[config.mk]
export PLATFORM = sky130hd
export DESIGN_NAME = muldiv_ctrl
export DESIGN_NICKNAME = d
export VERILOG_FILES = /design/src/rtl/muldiv_ctrl.sv
export SDC_FILE = /design/constraint.sdc
export NUM_CORES = 1
export LEC_CHECK = 0
export BUFFER_PORTS_ARGS = -buffer_cell sky130_fd_sc_hd__buf_4
export CORE_MARGIN = 3
export CORE_UTILIZATION = 57
export DETAILED_ROUTE_END_ITERATION = 16
export PLACE_DENSITY_LB_ADDON = 0.05
export SYNTH_ARGS = -nofsm -noshare
export SYNTH_HDL_FRONTEND = slang
export SYNTH_SLANG_ARGS = --single-unit
[constraint.sdc]
create_clock -name clk -period 3.55 [get_ports clk]
set_input_delay 0.71 -clock clk [delete_from_list [all_inputs] [get_ports clk]]
set_output_delay 0.71 -clock clk [all_outputs]
set_load 0.005 [all_outputs]
[src/rtl/muldiv_ctrl.sv]
// muldiv_ctrl: iterative 32-step multiply/divide sequencer for the execute stage
// Ports: clk, rst (async, active-low); start/md_op/src0/src1 accept one M-extension op in IDLE;
//        flush aborts; busy = not IDLE; stall holds IF/ID/EX (combinational);
//        done pulses with result, which holds until overwritten by the next completed op.
// Option: define MULDIV_EARLY_OUT_EN to skip CALC when an operand is zero.
module muldiv_ctrl #(
   parameter int XLEN = 32
) (
   input  logic            clk,
   input  logic            rst,
   input  logic            start,
   input  logic [2:0]      md_op,
   input  logic [XLEN-1:0] src0,
   input  logic [XLEN-1:0] src1,
   input  logic            flush,
   output logic            busy,
   output logic            stall,
   output logic            done,
   output logic [XLEN-1:0] result
);
   typedef enum logic [1:0] {IDLE, CALC, FIX, DONE} state_t;
   state_t      state;
   logic [2:0]  op;
   logic [31:0] orig, a, b;
   logic        neg_a, neg_b, dz;
   logic [63:0] acc;
   logic [4:0]  cnt;
   logic        sa_in, sb_in, na_in, nb_in, skip, sgn, ge;
   logic [31:0] mag0, mag1, quo, rem, fix_res;
   logic [32:0] psum, rsh, dif;
   logic [63:0] mul_next, div_next, prod;
   always_comb begin
      sa_in = (md_op == 3'b001) | (md_op == 3'b010) | (md_op == 3'b100) | (md_op == 3'b110);
      sb_in = (md_op == 3'b001) | (md_op == 3'b100) | (md_op == 3'b110);
      na_in = sa_in & src0[31];
      nb_in = sb_in & src1[31];
      mag0  = na_in ? -src0 : src0;
      mag1  = nb_in ? -src1 : src1;
`ifdef MULDIV_EARLY_OUT_EN
      skip  = (src1 == '0) | (src0 == '0);
`else
      skip  = 1'b0;
`endif
      // multiply: add multiplicand into upper half, then shift {carry, acc} right
      psum     = {1'b0, acc[63:32]} + (b[0] ? {1'b0, a} : 33'd0);
      mul_next = {psum, acc[31:1]};
      // divide: dividend bits enter rem from a's MSB; rem is 33 bits wide before the trial subtract
      rsh      = {acc[63:32], a[31]};
      dif      = rsh - {1'b0, b};
      ge       = rsh >= {1'b0, b};
      div_next = {ge ? dif[31:0] : rsh[31:0], acc[30:0], ge};
      sgn      = neg_a ^ neg_b;
      prod     = sgn ? -acc : acc;
      quo      = dz ? 32'hFFFF_FFFF : (sgn ? -acc[31:0] : acc[31:0]);
      rem      = dz ? orig : (neg_a ? -acc[63:32] : acc[63:32]);
      fix_res  = !op[2] ? ((op[1:0] == 2'b00) ? prod[31:0] : prod[63:32]) : (op[1] ? rem : quo);
   end
   always_ff @(posedge clk or negedge rst) begin
      if (!rst) begin
         state  <= IDLE;
         op     <= '0;
         orig   <= '0;
         a      <= '0;
         b      <= '0;
         neg_a  <= 1'b0;
         neg_b  <= 1'b0;
         dz     <= 1'b0;
         acc    <= '0;
         cnt    <= '0;
         done   <= 1'b0;
         result <= '0;
      end else if (flush) begin
         state <= IDLE;
         done  <= 1'b0;
      end else begin
         case (state)
            IDLE: begin
               done <= 1'b0;
               if (start) begin
                  op    <= md_op;
                  orig  <= src0;
                  a     <= mag0;
                  b     <= mag1;
                  neg_a <= na_in;
                  neg_b <= nb_in;
                  dz    <= src1 == '0;
                  acc   <= '0;
                  cnt   <= '0;
                  state <= skip ? FIX : CALC;
               end
            end
            CALC: begin
               acc <= op[2] ? div_next : mul_next;
               a   <= op[2] ? {a[30:0], 1'b0} : a;
               b   <= op[2] ? b : {1'b0, b[31:1]};
               cnt <= cnt + 5'd1;
               if (cnt == 5'd31) state <= FIX;
            end
            FIX: begin
               result <= fix_res;
               done   <= 1'b1;
               state  <= DONE;
            end
            default: begin
               done  <= 1'b0;
               state <= IDLE;
            end
         endcase
      end
   end
   assign busy  = state != IDLE;
   assign stall = ((state == IDLE) & start & ~flush) | (state == CALC) | (state == FIX);
endmodule
After elaboration in Yosys (flattened, before gate mapping)
Cells that the tools add are included.

word-level totals
  bits in registers = 206
  bits of input ports = 71

operators by class
  equality and inequality tests = 13
  bitwise operators = 13
  mux-type cells = 29
  $add $sub $neg = 8
  reductions and logical operators = 11
  magnitude comparators = 1

operators by type and width
  operator               count
  $mux W32               15
  $mux W64               3
  $neg A32 Y32           4
  $pmux W32 S2           2
  $pmux W64 S2           1
  $neg A64 Y64           1
  $add A32 B32 Y33       1
  $ge A33 B32 Y1         1
  $logic_not A32 Y1      1
  $sub A32 B32 Y32       1
  $pmux W5 S2            1
  $ne A2 B2 Y1 const B   4
  $reduce_and A4 Y1      2
  $or A1 B1 Y1           7
  $eq A3 B3 Y1 const B   2
  $mux W2                3
  $ne A3 B3 Y1 const B   2
  $pmux W2 S3            1
  $reduce_and A3 Y1      2
  $add A5 B1 Y5 const B  1
  $eq A5 B5 Y1 const B   1
  $mux W5                1
  $and A1 B1 Y1          4
  $logic_not A2 Y1       2
  10 further kinds       12

Depth between registers and ports, before layout
Gate-level depths: netlist of run 1.

  depth in word-level cells = 8
  mapped depth = 13

Worst setup path after synthesis of run 1
Ideal clock, no wire load.

  path kind = reg2reg
  start point = reg acc[17]
  end point = reg result[16]
  clock period less this slack = 3308 ps
  cell stages (with the launch flop) = 10
  setup slack = 242 ps
  path buffers = 1
  required time = 3419 ps
  data arrival time = 3177 ps
  cell sequence = dfrtp_1 -> or4_4 -> or4b_4 -> or4_4 -> buf_6 -> or2_4 -> o41ai_4 -> xnor2_1 -> a2111oi_1 -> nor2_1

between the ends
  longest elaborated chain between the ends = 4

RTL lines
  what                    line  source
  start, declared         26    logic [63:0] acc;
  start signal, assigned  93    acc <= op[2] ? div_next : mul_next;
  $neg A64 Y64            53    prod = sgn ? -acc : acc;
  $mux W64                53
  $mux W32 (2 in series)  56    fix_res = !op[2] ? ((op[1:0] == 2'b00) ? prod[31:0] : prod[63:32]) : (op[1] ? rem : quo);
  end signal, assigned    100   result <= fix_res;
  end, declared           19    output logic [XLEN-1:0] result

No other way between the ends.
A chain may end at the register's enable or synchronous reset.

Worst setup path after layout of run 1
  start point = reg acc[1]
  end point = reg result[29]

between the ends
  longest elaborated chain between the ends = 5
  elaborated cells between the ends (all ways) = 8
  those cells by class = add/sub (2); mux (6)

RTL lines
  what                    line  source
  $neg A32 Y32            54    quo = dz ? 32'hFFFF_FFFF : (sgn ? -acc[31:0] : acc[31:0]);
  $mux W32 (2 in series)  54
  $mux W32                56
  $mux W32 *              56

Mark *: on every way between the ends. The rest lies on a longest branch, timed or not.

==> impl_metrics.py, run 1 <==
metrics = {
    "route": {
        "drc": 0,
        "wirelength_um": 55800,
        "vias_per_cell": 6.38,
        "via_count": 16500,
        "ant_nets": 0,
        "wl_per_cell_um": 21.6,
        "first_iter_violations": 1671,
        "dr.pass1.iters": 6,
    },
    "cells_and_area": {
        "fin_area_um2": 19300,
        "antenna_cells": 0,
        "syn2layout_area_growth_pct": 14.2,
        "drive_above_1_share_pct": 14.1,
        "layout.nets": 2327,
        "fillers": 2527,
        "post-route-util_pct": 66.6,
    },
    "die": {
        "dieArea_um2": 31700,
        "initial_core_util_pct": 58.3,
        "row_count": 62,
        "die_w_um": 178,
        "die_h_um": 178,
        "coreArea_um2": 28900,
        "ios": 106,
    },
    "global_route": {
        "grt_first_pass_wirelength_um": 87500,
        "track_usage_pct": 34.8,
        "grt_max_degree": 84,
        "overflow": 0,
        "grt_pass1_vias": 15400,
        "antenna_found_initial": 1,
    },
    "pwr": {
        "power.leakage_nw": 8.62,
        "p_int_mw": 9.47,
        "netSwitchingPower_mw": 9.18,
        "swShare_pct": 49.2,
        "irDropWorstVdd_mv": 0.877,
        "combPwrFrac_pct": 63.8,
        "pwr-share-clk_pct": 14.1,
        "power_density_nw_per_um2": 968,
        "pwr-share-seq_pct": 22.1,
    },
    "timing": {
        "final.period_utilization_pct": 95.9,
        "setup_slack_ns": 0.145,
        "finalMaxSlewViolations": 0,
        "min_period_ns": 3.40,
        "max_freq_mhz": 294,
        "setup_viol": 0,
        "relSlewSlack_pct": 33.2,
        "finalSetupTns_ns": 0,
        "worst_pin_slew_ns": 0.999,
        "holdWs_ns": 0.206,
        "hold_viol_final": 0,
        "skew_ns": 0.0203,
    },
    "setup_path": {
        "worstSetupEndpointType": "register",
        "critPathMaxFanout": 7,
        "worstSetupPathType": "register to register",
        "path_cells": "or4_1 -> or4_1 -> nor4_1 -> buf_4 -> nand2_1 -> o31ai_1 -> xor2_1 -> nand2_1 -> o21ai_0 -> a21oi_1",
        "crit_slowest_cell": "or4_1",
        "cpPeakStageDelay_ns": 0.57,
        "required_ns": 3.94,
        "start_kind": "register",
        "worstPathArrival_ns": 3.80,
    },
    "cts": {
        "numCtsBuffers": 26,
        "numClockSinks": 206,
        "clockBufferDepth": 3,
        "ctsRootBufferMaster": "clkbuf_16",
        "htreeDepth": 1,
        "clkTransAtPathRegs_ns": 0.06,
        "clock_latency_ns": 0.55,
        "postCtsSetupBuffers": 0,
        "cts_tree": "yes",
    },
    "run_status": {
        "status": "finished clean",
    },
    "synthesis": {
        "ys_top_cells_by_area": "dfrtp_1 (31%), a21oi_1 (6.2%), o21ai_0 (6.0%)",
        "synth-seq-cells": 206,
        "synth_fp_nets": 2236,
        "synth_top_area_share_pct": 30.5,
        "ys_types": 78,
        "yosysSeqAreaShare_pct": 30.5,
        "synth_edf_count": 0,
        "synth_top_area_cell": "dfrtp_1",
        "synth_area_um2": 16900,
        "synth.most_common_cell": "nand2_1",
        "synth.avg_cell_area_um2": 8.08,
        "synth_top_cells_by_count": "nand2_1 (238), a21oi_1 (208), dfrtp_1 (206)",
        "ys_async_sr_fraction_pct": 100,
        "synthFlopType": "dfrtp_1",
        "netlist_instances": 2089,
        "yosysWarnings": 0,
    },
    "place": {
        "place.gp.congestion": 0.957,
        "post-place-ws_ns": 0.0593,
        "placed_area_um2": 18400,
        "place_hpwl_um": 42100,
        "numPortBuffers": 105,
    },
    "min_path": {
        "min_path_type": "primary input to async pin",
    },
    "job": {
        "max_cap_viol_count": 0,
    },
}
## path summary, 6_finish.rpt
| check | start | end | slack, ns | cells past startpoint |
|---|---|---|---|---|
| worst min register to register | result[5] | result[5] | 0.48 | 2 |
| worst max register to register | acc[1] | result[29] | 0.15 | 10 |
| min in group clk | flush | done | 0.40 | 2 |
| max in group asynchronous | rst | acc[22] | 2.52 | 2 |
| worst min-delay path | rst | state[1] | 0.21 | 1 |
| worst max-delay path | acc[1] | result[29] | 0.15 | 10 |
## cells in the final DEF (no fill, tap or decap), types with 10 or more instances in the layout
| cell type | synthesis | layout |
|---|---|---|
| nand2_1 | 238 | 238 |
| a21oi_1 | 208 | 208 |
| o21ai_0 | 204 | 204 |
| dfrtp_1 | 206 | 203 |
| buf_4 | 4 | 193 |
| nor2_1 | 158 | 158 |
| xor2_1 | 100 | 99 |
| xnor2_1 | 91 | 90 |
| ha_1 | 74 | 73 |
| mux2i_1 | 67 | 67 |
| inv_1 | 63 | 63 |
| o31ai_1 | 61 | 61 |
| and2_1 | 39 | 39 |
| mux2_2 | 36 | 36 |
| nor3_1 | 36 | 35 |
| or3_1 | 34 | 34 |
| a21o_1 | 27 | 27 |
| clkbuf_16 | 0 | 27 |
| nand2b_1 | 23 | 23 |
| nand3_1 | 20 | 20 |
| o211ai_1 | 19 | 19 |
| nor4_1 | 18 | 18 |
| a22oi_1 | 17 | 17 |
| a221oi_1 | 13 | 13 |
| o221ai_1 | 14 | 13 |
| a211oi_1 | 13 | 12 |
| a31oi_1 | 13 | 12 |
| and3_1 | 11 | 11 |
| nand4_1 | 11 | 11 |
| or2_2 | 10 | 10 |
| o41ai_1 | 10 | 10 |
## worst max-delay path: cells and delay by family (launching register included)
family	cells	cell delay [ns]
xor+xnor	1	0.32
buf+inv	1	0.19
flops	1	0.38
simple gates	5	1.83
compound gates	3	0.56
## power by group through the flow
stage               Sequential [mW]  Combinational (mW)  Clock, mW
finish                         4.13                11.9       2.63
global route                   4.21                13.0       2.74
CTS                            4.09                11.6       2.65
detailed placement             4.13                11.5          0
global placement               4.09                11.3          0
floorplan                      3.75                8.15          0
## logic make-up after synthesis
family,share of synthesized area [%]
multiplexers,6.37
buffers and inverters,5.03
flip-flops,30.5
adder cells (fa/ha/maj),5.72
AO/OA/AOI/OAI,24.7
AND/OR/NAND/NOR,17.8
XOR/XNOR,9.91
## state kept, by name (all words and copies together) (netlist names)
signal,flops
acc,64
a,32
b,32
orig,32
result,32
cnt,5
op,3
state,2
done,1
dz,1
neg_a,1
neg_b,1
## layer usage
| layer | part of all wire, % | vias to the layer above | GRT usage [%] |
|---|---|---|---|
| met5 | 0.023 | - | 0.160 |
| met4 | 3.5 | 2 | 10.6 |
| met3 | 8.8 | 117 | 7.02 |
| met2 | 44 | 690 | 52.7 |
| met1 | 44 | 7966 | 50.2 |
| li1 | - | 7715 | - |
## final cells by class
| type | count | area [um2] | share of cell area [%] |
|---|---|---|---|
| Multi-Input combinational cell | 1682 | 11000 | 57.0 |
| Clock buffer | 37 | 743 | 3.86 |
| Clock inverter | 10 | 91.3 | 0.474 |
| Tap cell | 384 | 480 | 2.49 |
| Timing Repair Buffer | 200 | 1580 | 8.21 |
| Inverter | 64 | 240 | 1.25 |
| Sequential cell | 206 | 5160 | 26.8 |
## repair_timing
item                                    CTS  global route
gates resized for setup                   0             8
hold endpoints to repair                  0             0
endpoints found under the setup margin    0            12
hold buffers                              0             0
## through the flow
| step | cells | power (mW) |
|---|---|---|
| after floorplan | 2089 | 11.9 |
| after global placement | 2536 | 15.4 |
| after detailed placement | 2536 | 15.6 |
| after CTS | 2583 | 18.3 |
| after global routing | 2583 | 19.9 |
| final | 2583 | 18.6 |
Note: power is estimated with default switching activity, not from simulation.
==> run 2: changes to the inputs <==
- CORE_UTILIZATION: 57 -> 64
- SETUP_SLACK_MARGIN: unset -> 0.5
- clock period: 3.55 -> 4 ns (I/O delays scaled with it)
==> impl_metrics.py, run 2 (synthesis gave the netlist of run 1 again) <==
metrics = {
    "cells_and_area": {
        "fillers": 1978,
        "registers.top_by_ff_count": "acc",
        "layout.nets": 2298,
        "syn2layout_area_growth_pct": 12.9,
        "layout_commonest_cell": "nand2_1",
        "largest_reg_flops": 64,
        "layout_common_cells": "nand2_1 (237), a21oi_1 (205), o21ai_0 (203)",
        "drive_above_1_share_pct": 13.6,
        "register_area_um2": 5160,
        "multi_input_area_um2": 11000,
        "antenna_cells": 0,
    },
    "pwr": {
        "power_density_nw_per_um2": 880,
        "power.leakage_nw": 8.51,
        "netSwitchingPower_mw": 8.20,
        "irDropWorstVdd_mv": 1.03,
        "pwr-share-seq_pct": 21.9,
        "p_int_mw": 8.57,
        "combPwrFrac_pct": 63.1,
        "swShare_pct": 48.9,
        "pwr-share-clk_pct": 15.0,
    },
    "setup_path": {
        "path_cells": "buf_8 -> and2_1 -> ha_1 -> inv_1 -> fa_1 -> nand2b_1 -> a21oi_2 -> o41a_1 -> a311o_1 -> a31oi_2 -> o31ai_1 -> xor2_1 -> a221o_1",
        "startpoint": "b[0]",
        "r2r-start": "b[0]",
        "critPathMaxFanout": 33,
        "cp_num_cells": 13,
        "path_delay_family": "compound AO/OA/AOI/OAI gates",
        "start_kind": "register",
        "worstPathArrival_ns": 3.87,
        "rr_worst_depth": 13,
        "crit_buf_inv": 2,
        "r2r_slack_ns": 0.54,
        "crit_slowest_cell": "dfrtp_1",
        "cpPeakStageDelay_ns": 0.38,
        "worstSetupEndpointType": "register",
        "worstSetupPathType": "register to register",
        "required_ns": 4.41,
        "cp-endpoint": "acc[59]",
        "rr_endpoint": "acc[59]",
    },
    "die": {
        "row_count": 58,
        "initial_core_util_pct": 66.1,
        "die_h_um": 168,
        "coreArea_um2": 25500,
        "ios": 106,
        "die_w_um": 168,
        "dieArea_um2": 28400,
    },
    "min_path": {
        "min_path_type": "primary input to async pin",
    },
    "cts": {
        "numCtsBuffers": 25,
        "ctsRootBufferMaster": "clkbuf_16",
        "clockBufferDepth": 3,
        "numClockSinks": 206,
        "htreeDepth": 1,
        "clkTransAtPathRegs_ns": 0.06,
        "ctsHoldBuffers": 0,
        "clock_latency_ns": 0.53,
        "cts_tree": "yes",
    },
    "timing": {
        "setup_slack_ns": 0.541,
        "max_freq_mhz": 289,
        "relSlewSlack_pct": 26.7,
        "setup_viol": 0,
        "hold_viol_final": 0,
        "skew_ns": 0.00899,
        "worst_pin_slew_ns": 1.10,
        "rsz0062_at_grt": "yes",
        "finalMaxSlewViolations": 0,
        "finalSetupTns_ns": 0,
        "min_period_ns": 3.46,
        "final.period_utilization_pct": 86.5,
    },
    "place": {
        "post-place-ws_ns": 0.444,
        "numPortBuffers": 105,
        "place.gp.congestion": 1.00,
        "place_hpwl_um": 41300,
    },
    "route": {
        "vias_per_cell": 6.77,
        "wirelength_um": 56200,
        "dr.pass1.iters": 8,
        "first_iter_violations": 2374,
        "via_count": 16900,
        "drc": 0,
        "ant_nets": 0,
        "wl_per_cell_um": 22.5,
    },
    "global_route": {
        "grt_pass1_vias": 15600,
        "grt_max_degree": 81,
        "grt_first_pass_wirelength_um": 86800,
        "antenna_found_initial": 3,
        "overflow": 0,
        "track_usage_pct": 38.1,
    },
    "run_status": {
        "status": "finished clean",
    },
    "job": {
        "max_cap_viol_count": 0,
    },
}
run 2: cell type report:
class / instances / area share, %
clock buffer: 33 / 3.70
clock inverter: 12 / 0.998
inverter: 64 / 1.26
multi-input combinational: 1682 / 57.7
sequential: 206 / 27.1
tap: 330 / 2.17
timing repair buffer: 172 / 7.04
run 2: power by group through the flow:
stage,Sequential [mW],Combinational (mW),Clock (mW)
CTS,3.64,10.1,2.52
finish,3.68,10.6,2.51
global placement,3.62,9.79,0
detailed placement,3.66,9.98,0
global route,3.75,11.4,2.60
floorplan,3.33,7.23,0
run 2: worst min path at each step:
stage / startpoint / to / slack [ns] / cells after the start
after detailed placement: b[26] / b[26] / 0.47 / 2
final: rst / b[3] / 0.29 / 1
after CTS: rst / cnt[2] / 0.32 / 1
after floorplan: b[27] / b[27] / 0.45 / 2
after global routing: rst / b[2] / 0.34 / 1
after global placement: b[30] / b[30] / 0.46 / 2
run 2: per-layer routing:
layer,wire (um),GRT usage (%)
met3,6020,7.26
met2,24800,58.9
met1,23200,54.1
met5,11,0
met4,2190,12.7
run 2: repair_timing:
item                                    in CTS  in global routing
setup buffers                                0                  6
endpoints found under the hold margin        0                  0
resized for setup                            5                 18
endpoints found under the setup margin       5                 44
pin swaps                                    0                  5
run 2: stage by stage:
step	hold slack [ns]	instances	utilization, %	total power, mW	cell area, um2
after global placement	0.461	2448	70.6	13.4	18000
after global routing	0.337	2499	74.6	17.7	19100
after detailed placement	0.468	2448	70.6	13.6	18000
final	0.292	2499	74.6	16.8	19100
after CTS	0.315	2493	74.2	16.2	18900
after floorplan	0.446	2089	-	10.6	16900
